==> src/rtl/wb_fifo_pkg.sv <==
// Shared definitions for the wb_fifo_slave mailbox: register indices, STATUS/CTRL bit
// positions and a STATUS word packer.
package wb_fifo_pkg;

    typedef enum logic [1:0] {
        REG_DATA   = 2'd0,
        REG_STATUS = 2'd1,
        REG_CTRL   = 2'd2,
        REG_RSVD   = 2'd3
    } reg_idx_e;

    localparam int ST_TX_FULL    = 0;
    localparam int ST_TX_EMPTY   = 1;
    localparam int ST_RX_FULL    = 2;
    localparam int ST_RX_EMPTY   = 3;
    localparam int ST_TX_CNT_LSB = 8;
    localparam int ST_RX_CNT_LSB = 16;
    localparam int ST_CNT_W      = 8;

    localparam int CTRL_CLR_TX   = 0;
    localparam int CTRL_CLR_RX   = 1;
    localparam int CTRL_MASK_LSB = 8;
    localparam int CTRL_MASK_W   = 2;
    localparam int MASK_RX_NONEMPTY = 0;
    localparam int MASK_TX_EMPTY    = 1;

    function automatic logic [31:0] status_word(
        input logic                tx_full,
        input logic                tx_empty,
        input logic                rx_full,
        input logic                rx_empty,
        input logic [ST_CNT_W-1:0] tx_cnt,
        input logic [ST_CNT_W-1:0] rx_cnt
    );
        logic [31:0] word;
        word                            = '0;
        word[ST_TX_FULL]                = tx_full;
        word[ST_TX_EMPTY]               = tx_empty;
        word[ST_RX_FULL]                = rx_full;
        word[ST_RX_EMPTY]               = rx_empty;
        word[ST_TX_CNT_LSB +: ST_CNT_W] = tx_cnt;
        word[ST_RX_CNT_LSB +: ST_CNT_W] = rx_cnt;
        return word;
    endfunction

endpackage

==> src/rtl/sync_fifo.sv <==
// Single-clock show-ahead FIFO with synchronous clear; push is refused when full and pop
// when empty, regardless of the other operation in the same cycle.
module sync_fifo #(
    parameter int WIDTH = 32,
    parameter int DEPTH = 16
) (
    input  logic                   i_clk,
    input  logic                   i_rst_n,
    input  logic                   i_clr,
    input  logic                   i_push,
    input  logic [WIDTH-1:0]       i_din,
    input  logic                   i_pop,
    output logic [WIDTH-1:0]       o_dout,
    output logic                   o_full,
    output logic                   o_empty,
    output logic [$clog2(DEPTH):0] o_count
);

    localparam int PTR_W = $clog2(DEPTH);
    localparam int CNT_W = PTR_W + 1;

    logic [WIDTH-1:0] r_mem [DEPTH];
    logic [PTR_W-1:0] r_wr_ptr;
    logic [PTR_W-1:0] r_rd_ptr;
    logic [CNT_W-1:0] r_count;
    logic             w_push_ok;
    logic             w_pop_ok;

    assign o_full    = (r_count == CNT_W'(DEPTH));
    assign o_empty   = (r_count == '0);
    assign o_count   = r_count;
    assign o_dout    = r_mem[r_rd_ptr];
    assign w_push_ok = i_push & ~o_full;
    assign w_pop_ok  = i_pop & ~o_empty;

    // NOTE: sequential state uses non-blocking assignments so every register samples the
    // pre-edge values of its neighbours, independent of statement order.
    always_ff @(posedge i_clk or negedge i_rst_n) begin
        if (!i_rst_n) begin
            r_wr_ptr <= '0;
            r_rd_ptr <= '0;
            r_count  <= '0;
        end else if (i_clr) begin
            r_wr_ptr <= '0;
            r_rd_ptr <= '0;
            r_count  <= '0;
        end else begin
            if (w_push_ok) r_wr_ptr <= r_wr_ptr + PTR_W'(1);
            if (w_pop_ok)  r_rd_ptr <= r_rd_ptr + PTR_W'(1);
            case ({w_push_ok, w_pop_ok})
                2'b10:   r_count <= r_count + CNT_W'(1);
                2'b01:   r_count <= r_count - CNT_W'(1);
                default: r_count <= r_count;
            endcase
        end
    end

    // NOTE: the storage array has no reset; occupancy is tracked by the pointers and count,
    // so stale contents are never observable and the array can map onto plain RAM.
    always_ff @(posedge i_clk) begin
        if (w_push_ok && !i_clr) r_mem[r_wr_ptr] <= i_din;
    end

endmodule

==> src/rtl/wb_fifo_slave.sv <==
// Wishbone B4 pipelined mailbox: DATA writes feed the TX FIFO, DATA reads drain the RX FIFO.
// Optional interrupt output enabled with `define WB_FIFO_IRQ_EN.
module wb_fifo_slave
    import wb_fifo_pkg::*;
#(
    parameter int DEPTH   = 16,
    parameter int TAGSIZE = 1
) (
    input  logic               clk_i,
    input  logic               rstn_i,
    input  logic               wb_cyc_i,
    input  logic               wb_stb_i,
    input  logic               wb_we_i,
    input  logic [31:0]        wb_adr_i,
    input  logic [31:0]        wb_dat_i,
    input  logic [3:0]         wb_sel_i,
    input  logic [TAGSIZE-1:0] wb_tgd_i,
    output logic [31:0]        wb_dat_o,
    output logic [TAGSIZE-1:0] wb_tgd_o,
    output logic               wb_ack_o,
    output logic               wb_err_o,
    output logic               wb_stall_o,
    output logic [31:0]        tx_data_o,
    output logic               tx_valid_o,
    input  logic               tx_ready_i,
    input  logic [31:0]        rx_data_i,
    input  logic               rx_valid_i,
`ifdef WB_FIFO_IRQ_EN
    output logic               irq_o,
`endif
    output logic               rx_ready_o
);

    localparam int CNT_W = $clog2(DEPTH) + 1;

    logic               w_accept;
    reg_idx_e           w_reg;
    logic               w_err_d;
    logic [31:0]        w_rdata;
    logic [31:0]        w_ctrl_rd;
    logic               w_tx_push, w_tx_pop, w_tx_clr;
    logic               w_rx_push, w_rx_pop, w_rx_clr;
    logic               w_tx_full, w_tx_empty, w_rx_full, w_rx_empty;
    logic [CNT_W-1:0]   w_tx_count, w_rx_count;
    logic [31:0]        w_rx_dout;
    logic               w_unused_adr;

    logic               r_ack;
    logic               r_err;
    logic [31:0]        r_dat;
    logic [TAGSIZE-1:0] r_tgd;

    assign w_accept     = wb_cyc_i & wb_stb_i;
    assign w_reg        = reg_idx_e'(wb_adr_i[3:2]);
    assign w_unused_adr = ^{wb_adr_i[31:4], wb_adr_i[1:0]};

    assign w_tx_pop   = tx_valid_o & tx_ready_i;
    assign w_rx_push  = rx_valid_i & rx_ready_o;
    assign tx_valid_o = ~w_tx_empty;
    assign rx_ready_o = ~w_rx_full;

    sync_fifo #(.WIDTH(32), .DEPTH(DEPTH)) u_tx_fifo (
        .i_clk   (clk_i),
        .i_rst_n (rstn_i),
        .i_clr   (w_tx_clr),
        .i_push  (w_tx_push),
        .i_din   (wb_dat_i),
        .i_pop   (w_tx_pop),
        .o_dout  (tx_data_o),
        .o_full  (w_tx_full),
        .o_empty (w_tx_empty),
        .o_count (w_tx_count)
    );

    sync_fifo #(.WIDTH(32), .DEPTH(DEPTH)) u_rx_fifo (
        .i_clk   (clk_i),
        .i_rst_n (rstn_i),
        .i_clr   (w_rx_clr),
        .i_push  (w_rx_push),
        .i_din   (rx_data_i),
        .i_pop   (w_rx_pop),
        .o_dout  (w_rx_dout),
        .o_full  (w_rx_full),
        .o_empty (w_rx_empty),
        .o_count (w_rx_count)
    );

`ifdef WB_FIFO_IRQ_EN
    logic [CTRL_MASK_W-1:0] r_mask;
    logic                   r_irq;
    logic [CTRL_MASK_W-1:0] w_irq_src;

    assign w_irq_src[MASK_RX_NONEMPTY] = (w_rx_count != '0);
    assign w_irq_src[MASK_TX_EMPTY]    = w_tx_empty;
    assign irq_o     = r_irq;
    assign w_ctrl_rd = 32'(r_mask) << CTRL_MASK_LSB;

    always_ff @(posedge clk_i or negedge rstn_i) begin
        if (!rstn_i) begin
            r_mask <= '0;
            r_irq  <= 1'b0;
        end else begin
            if (w_accept && wb_we_i && w_reg == REG_CTRL)
                r_mask <= wb_dat_i[CTRL_MASK_LSB +: CTRL_MASK_W];
            r_irq <= |(w_irq_src & r_mask);
        end
    end
`else
    assign w_ctrl_rd = '0;
`endif

    // NOTE: every signal assigned below gets a default first, so no path leaves one
    // unassigned and no latch is inferred.
    always_comb begin
        w_err_d   = 1'b0;
        w_rdata   = '0;
        w_tx_push = 1'b0;
        w_rx_pop  = 1'b0;
        w_tx_clr  = 1'b0;
        w_rx_clr  = 1'b0;
        if (w_accept) begin
            case (w_reg)
                REG_DATA: begin
                    if (wb_we_i) begin
                        if (wb_sel_i == 4'hF && !w_tx_full) w_tx_push = 1'b1;
                        else                                 w_err_d   = 1'b1;
                    end else if (!w_rx_empty) begin
                        w_rx_pop = 1'b1;
                        w_rdata  = w_rx_dout;
                    end else begin
                        w_err_d = 1'b1;
                    end
                end
                REG_STATUS: begin
                    if (wb_we_i) w_err_d = 1'b1;
                    else w_rdata = status_word(w_tx_full, w_tx_empty, w_rx_full, w_rx_empty,
                                               ST_CNT_W'(w_tx_count), ST_CNT_W'(w_rx_count));
                end
                REG_CTRL: begin
                    if (wb_we_i) begin
                        w_tx_clr = wb_dat_i[CTRL_CLR_TX];
                        w_rx_clr = wb_dat_i[CTRL_CLR_RX];
                    end else begin
                        w_rdata = w_ctrl_rd;
                    end
                end
                default: w_err_d = 1'b1;
            endcase
        end
    end

    always_ff @(posedge clk_i or negedge rstn_i) begin
        if (!rstn_i) begin
            r_ack <= 1'b0;
            r_err <= 1'b0;
            r_dat <= '0;
            r_tgd <= '0;
        end else begin
            r_ack <= w_accept & ~w_err_d;
            r_err <= w_accept & w_err_d;
            r_dat <= w_rdata;
            if (w_accept) r_tgd <= wb_tgd_i;
        end
    end

    // A master that has dropped cyc no longer owns the bus, so its response is suppressed.
    assign wb_ack_o   = r_ack & wb_cyc_i;
    assign wb_err_o   = r_err & wb_cyc_i;
    assign wb_dat_o   = r_dat;
    assign wb_tgd_o   = r_tgd;
    assign wb_stall_o = 1'b0;

endmodule

==> config.mk <==
export PLATFORM = sky130hd
export DESIGN_NAME = wb_fifo_slave
export DESIGN_NICKNAME = d
export VERILOG_FILES = /design/src/rtl/wb_fifo_pkg.sv /design/src/rtl/sync_fifo.sv /design/src/rtl/wb_fifo_slave.sv
export SDC_FILE = /design/constraint.sdc
export NUM_CORES = 1
export LEC_CHECK = 0
export CAP_MARGIN = 30
export CORE_ASPECT_RATIO = 0.5
export CORE_MARGIN = 2
export CORE_UTILIZATION = 60
export CTS_BUF_LIST = sky130_fd_sc_hd__clkbuf_4 sky130_fd_sc_hd__clkbuf_8
export DETAILED_ROUTE_END_ITERATION = 6
export PLACE_DENSITY = 0.78
export SYNTH_ARGS = -nofsm -noshare
export SYNTH_HDL_FRONTEND = slang
export SYNTH_SLANG_ARGS = --single-unit
==> constraint.sdc <==
create_clock -name clk_i -period 6.2 [get_ports clk_i]
set_clock_uncertainty 0.05 [all_clocks]
set_input_delay 1.24 -clock clk_i [delete_from_list [all_inputs] [get_ports clk_i]]
set_output_delay 1.24 -clock clk_i [all_outputs]
set_load 0.005 [all_outputs]
# After elaboration in Yosys (flattened, before gate mapping)
# Memory sizes are Yosys's and may differ from the RTL's.
# Cells that the tools add are included.
[classes] add_sub_neg=8 n_eq_ne=9 mux=41 bitwise=16 reduce_logical=15
[op_table] operator="$mux 32" count=3
[op_table] operator="$pmux 32 s2" count=1
[op_table] operator="$mux 4" count=8
[op_table] operator="$mux 1" count=23
[op_table] operator="$mux 21" count=1
[op_table] operator="$pmux 5 s2" count=2
[op_table] operator="$add 4x1->4 const B" count=4
[op_table] operator="$and 1x1->1" count=11
[op_table] operator="$add 5x1->5 const B" count=2
[op_table] operator="$eq 5x5->1 const B" count=2
[op_table] operator="$logic_not 5->1" count=2
[op_table] operator="$mux 5" count=2
[op_table] operator="$sub 5x1->5 const B" count=2
[op_table] operator="$reduce_bool 2->1" count=4
[op_table] operator="$eq 2x1->1 const B" count=3
[op_table] operator="$eq 2x2->1 const B" count=3
[op_table] operator="$reduce_bool 3->1" count=2
[op_table] operator="$not 1->1" count=5
[op_table] operator="$eq 4x4->1 const B" count=1
[op_table] operator="$logic_and 1x1->1" count=3
[op_table] operator="$logic_not 1->1" count=3
[op_table] operator="$pmux 1 s3" count=1
[op_table] operator="$logic_not 2->1" count=1
[word_totals] reg_bits=61 ram_bits=1024 inputBits=108 output_inout_bits=70 mem_count=2
[mem_list] name="u_rx_fifo.r_mem" words=16 width=32 read_ports=1 rd_clocked_by_memory_dff=0 write_ports=1 line="sync_fifo.sv:22" rtl="logic [WIDTH-1:0] r_mem [DEPTH];"
[mem_list] name="u_tx_fifo.r_mem" words=16 width=32 read_ports=1 rd_clocked_by_memory_dff=0 write_ports=1 line="sync_fifo.sv:22"

# Depth between registers and ports, before layout
[logic_depth] depth_word=11 mapped_depth=13 mapped_depth_nobuf=11

# Modules after synthesis
# From an unflattened synthesis, not the netlist that was laid out.
[unflattened] cells_unflattened=1851 hier_area_um2=41756.3
[by_module_without_submodules] mod="sync_fifo at u_tx_fifo" instances=1 cells_each=830 area_per_inst_um2=20215.6
[by_module_without_submodules] mod="sync_fifo at u_rx_fifo" instances=1 cells_each=909 area_per_inst_um2=20179.4
[by_module_without_submodules] mod="wb_fifo_slave" instances=1 cells_each=112 area_per_inst_um2=1361.3

# Worst setup path before layout
# Ideal clock, no wire load.
[synth_timing] path_kind="input to register" start="input port wb_adr_i[3]" end="memory u_tx_fifo.r_mem[3][0] (enable)" arrival_time_ps=5080 t_required_ps=5649 setup_slack_ps=568 path_stages=4 path_cell_list="nand4bb_1 > a2111oi_4 > inv_2 > nor4_1"
[synth_via] elab_chain_cells=7
[synth_rtl] item="start: declaration" line="wb_fifo_slave.sv:14" rtl="input logic [31:0] wb_adr_i,"
[synth_rtl] item="$logic_not 2->1 / $eq 2x2->1 (equally long branches)" line="wb_fifo_slave.sv:122" rtl="case (w_reg)"
[synth_rtl] item="$mux 1" line="wb_fifo_slave.sv:122"
[synth_rtl] item="$mux 1" line="wb_fifo_slave.sv:121" rtl="if (w_accept) begin"
[synth_rtl] item="$and 1x1->1 / $logic_not 1->1 (equally long branches)" line="sync_fifo.sv:33, sync_fifo.sv:61"
[synth_rtl] item="$logic_and 1x1->1 *" line="sync_fifo.sv:61" rtl="if (w_push_ok && !i_clr) r_mem[r_wr_ptr] <= i_din;"
[synth_rtl] item="$mux 1 *" line="sync_fifo.sv:61"
[synth_rtl] item="$mux 1 (implied by the code) *" line="sync_fifo.sv:61"
[synth_rtl] item="end: declaration" line="sync_fifo.sv:22"
# Every way passes the cells marked *; elsewhere a longest branch is shown, timed or not.

# Worst setup path after layout
[layout_timing] start="register u_tx_fifo.r_rd_ptr[1]" end="output port tx_data_o[1]"
[layout_via] elab_chain_cells=1
[layout_rtl] item="start: declaration" line="sync_fifo.sv:24" rtl="logic [PTR_W-1:0] r_rd_ptr;"
[layout_rtl] item="start signal: assignment" line="sync_fifo.sv:49" rtl="if (w_pop_ok) r_rd_ptr <= r_rd_ptr + PTR_W'(1);"
[layout_rtl] item="$mem_v2 16x32"
[layout_rtl] item="end: declaration" line="wb_fifo_slave.sv:23" rtl="output logic [31:0] tx_data_o,"
# No other way between the ends.

==> flow_metrics.py <==
metrics = {
    "outcome": {
        "status": "complete, no violations",
    },
    "cts": {
        "ctsResizeCount": 0,
        "tritoncts": "yes",
        "cts_buffer_depth": 3,
        "cts_sinks": 1085,
        "clk_pin_slew_ns": 0.07,
        "clk_latency_ns": 0.75,
        "numCtsBuffers": 145,
        "root_buffer": "clkbuf_8",
        "cts_setup_buffers": 0,
        "ctsHtreeMaxLevel": 4,
        "hold_buffers": 0,
    },
    "grt": {
        "grt_use_total_pct": 23.7,
        "use_met1_pct": 33.8,
        "grt_pass1_wl_um": 124000,
        "antenna_found_initial": 1,
        "grt_max_degree": 72,
        "met3_usage_pct": 4.43,
        "grt_overflow": 0,
        "top_usage_layer": "met2",
        "grt_util_met2_pct": 38.7,
        "grt_pass1_vias": 19958,
    },
    "synth": {
        "synth-xor-area-share_pct": 0.316,
        "yosysMostFrequentCell": "edfxtp_1",
        "netlist_top_cells_count": "edfxtp_1, mux4_2, dfrtp_1",
        "ys_dominant_reg_cell": "edfxtp_1",
        "synth_fa_ha_area_share_pct": 0.589,
        "yosys.area.top_type": "edfxtp_1",
        "synth_top_family_by_area": "multiplexers",
        "synth.avg_cell_area_sq_um": 22.9,
        "synth_edf_count": 1024,
        "yosys-top-cells-area": "edfxtp_1, mux4_2, dfrtp_1",
        "netlist_instances": 1819,
        "yosys_warnings": 0,
        "syn_nets": 1946,
        "muxShareOfSynthArea_pct": 16.3,
        "ys_seq_area_share_pct": 77.6,
        "synthesis.area_sq_um": 41600,
        "async_flop_share_pct": 5.62,
        "yosysUniqueCellTypes": 59,
        "synth_seq_cells": 1085,
        "synth_compound_area_share_pct": 1.68,
        "synthDominantCellAreaShare_pct": 73.9,
        "yosys.area_share.simple_pct": 2.13,
    },
    "timing": {
        "tns_ns": 0,
        "hold_slack_ns": 0.339,
        "period_minus_slack_ns": 4.86,
        "rsz0062_at_grt": "no",
        "fmaxAchievable_ghz": 0.206,
        "worstMarginPinSlew_ns": 0.987,
        "hold_violations": 0,
        "slew_violations": 0,
        "finalSetupViolCount": 0,
        "slew_headroom_pct": 34.1,
        "fin_crit_sh_pct": 78.4,
    },
    "finish": {
        "fin_util_pct": 68.9,
        "layout-drive-gt1-share_pct": 28.6,
        "final_nets": 2197,
        "final_cell_area_sq_um": 47400,
        "area_delta_synth_final_pct": 13.9,
        "diodes": 0,
    },
    "placed_design": {
        "placed_area_sq_um": 44400,
        "hpwl_um": 45600,
        "port_buffers": 146,
        "gp_congestion": 0.782,
    },
    "critical_path": {
        "slowest_delay_ns": 0.86,
        "critPathLaunchType": "flop",
        "crit_family": "buffers and inverters",
        "cp_num_buf_inv": 2,
        "cp_cell_sequence": "buf_4 > mux4_2 > mux4_2 > clkdlybuf4s50_1",
        "cp.arrival_ns": 3.57,
        "worst_ep_required_time_ns": 4.91,
        "path_max_fanout": 43,
        "r2r_end": "u_tx_fifo.o_count[4]",
        "worst_setup_path_end_kind": "primary output",
        "reg2reg_slack_ns": 2.75,
        "cp_common_cell": "mux4_2",
        "cp_slowest_cell": "dfrtp_4",
        "crit_type": "reg2out",
        "rr_worst_depth": 11,
        "timing.rr.start": "u_tx_fifo.o_count[1]",
    },
    "route": {
        "via_per_inst": 6.24,
        "remaining_drc_errors": 0,
        "first_pass_iters": 6,
        "routedWlPerCell_um": 26.9,
        "drt-total-wl_um": 82800,
        "drt_iter0_drc": 2145,
        "ant_nets": 0,
        "vias": 19235,
    },
    "floorplan": {
        "io_pins": 178,
        "start_util_pct": 60.5,
        "die_y_um": 190,
        "die_area_sq_um": 71600,
        "rows": 68,
        "coreArea_sq_um": 68800,
        "die_x_um": 376,
    },
    "power": {
        "power.total_mw": 18.3,
        "powerDensity_nw_per_um2": 386,
        "cellLeakagePower_nw": 15.0,
        "ir_worst_vdd_uv": 298,
    },
    "run": {
        "drv_cap": 0,
    },
    "min_path": {
        "hp-class": "in2async",
    },
}
[metrics by stage]
| step | setup WS (ns) | std cells |
|---|---|---|
| CTS | 0.944 | 3081 |
| floorplan | 0.568 | 1819 |
| global route | 1.22 | 3084 |
| finish | 1.34 | 3084 |
| detailed placement | 1.42 | 2830 |
| global placement | 1.52 | 2816 |
[metal layers]
layer  vias to the layer above  wire length, um
li1                       8161                -
met1                     10240            34400
met2                       712            41600
met3                       120             5320
met4                         2             1480
met5                         -               12
[worst max path at each step]
| stage | startpoint | cells after the start | slack, ns | to |
|---|---|---|---|---|
| floorplan | wb_adr_i[3] | 4 | 0.57 | u_tx_fifo.r_mem[3][0] |
| global placement | wb_we_i | 12 | 1.52 | u_tx_fifo.o_count[4] |
| detailed placement | wb_dat_i[1] | 5 | 1.42 | u_rx_fifo.r_mem[9][12] |
| CTS | u_tx_fifo.r_rd_ptr[0] | 4 | 0.94 | tx_data_o[25] |
| global route | u_tx_fifo.r_rd_ptr[1] | 4 | 1.22 | tx_data_o[3] |
| finish | u_tx_fifo.r_rd_ptr[1] | 4 | 1.34 | tx_data_o[1] |
[power by group]
part	switching (mW)	total [mW]	internal, mW
Clock	2.50	5.33	2.84
Sequential	0.370	8.80	8.43
Combinational	1.84	4.16	2.32
[flip-flops by register name, summed over array words and instances, names as in the netlist]
| register | count |
|---|---|
| u_tx_fifo.o_count | 5 |
| r_ack | 1 |
| u_rx_fifo.r_rd_ptr | 4 |
| u_rx_fifo.r_mem | 512 |
| u_rx_fifo.r_wr_ptr | 4 |
| wb_dat_o | 32 |
| u_tx_fifo.r_wr_ptr | 4 |
| u_rx_fifo.o_count | 5 |
| u_tx_fifo.r_rd_ptr | 4 |
| u_tx_fifo.r_mem | 512 |
| r_err | 1 |
| wb_tgd_o | 1 |
[cell usage in the layout (no fill, tap or decap), types with 26 or more instances in the layout]
master	count
clkbuf_4	48
dfrtp_1	53
clkbuf_8	162
o22ai_1	28
buf_4	34
clkdlybuf4s50_1	145
nor2_1	30
clkinv_1	27
mux2i_1	26
mux4_2	285
edfxtp_1	1024
[layout make-up]
type / count / area [sq um]
Tap cell: 910 / 1140
Inverter: 24 / 90.1
Timing Repair Buffer: 199 / 2130
Fill cell: 3974 / 21400
Sequential cell: 1085 / 32300
Clock inverter: 41 / 285
Multi-Input combinational cell: 615 / 8860
Clock buffer: 210 / 2590
[cell families (layout without fill, tap and decap cells)]
logic type	after synthesis	after routing
AO/OA/AOI/OAI	98	98
XOR/XNOR	15	15
adder cells (fa/ha/maj)	19	19
buffers and inverters	119	474
flip-flops	1085	1085
multiplexers	319	319
other	1	1
AND/OR/NAND/NOR	163	163
[worst reg2reg max path, stage by stage (launching register included)]
cell	delay, ns
dfrtp_1	0.56
nor4_4	0.15
a2111oi_4	0.68
inv_2	0.22
ha_1	0.38
xor2_1	0.18
ha_1	0.23
a211o_1	0.27
a21oi_1	0.15
a211oi_1	0.07
or3_1	0.32
a21oi_1	0.14
No activity file was read; power rests on OpenSTA's default activity.
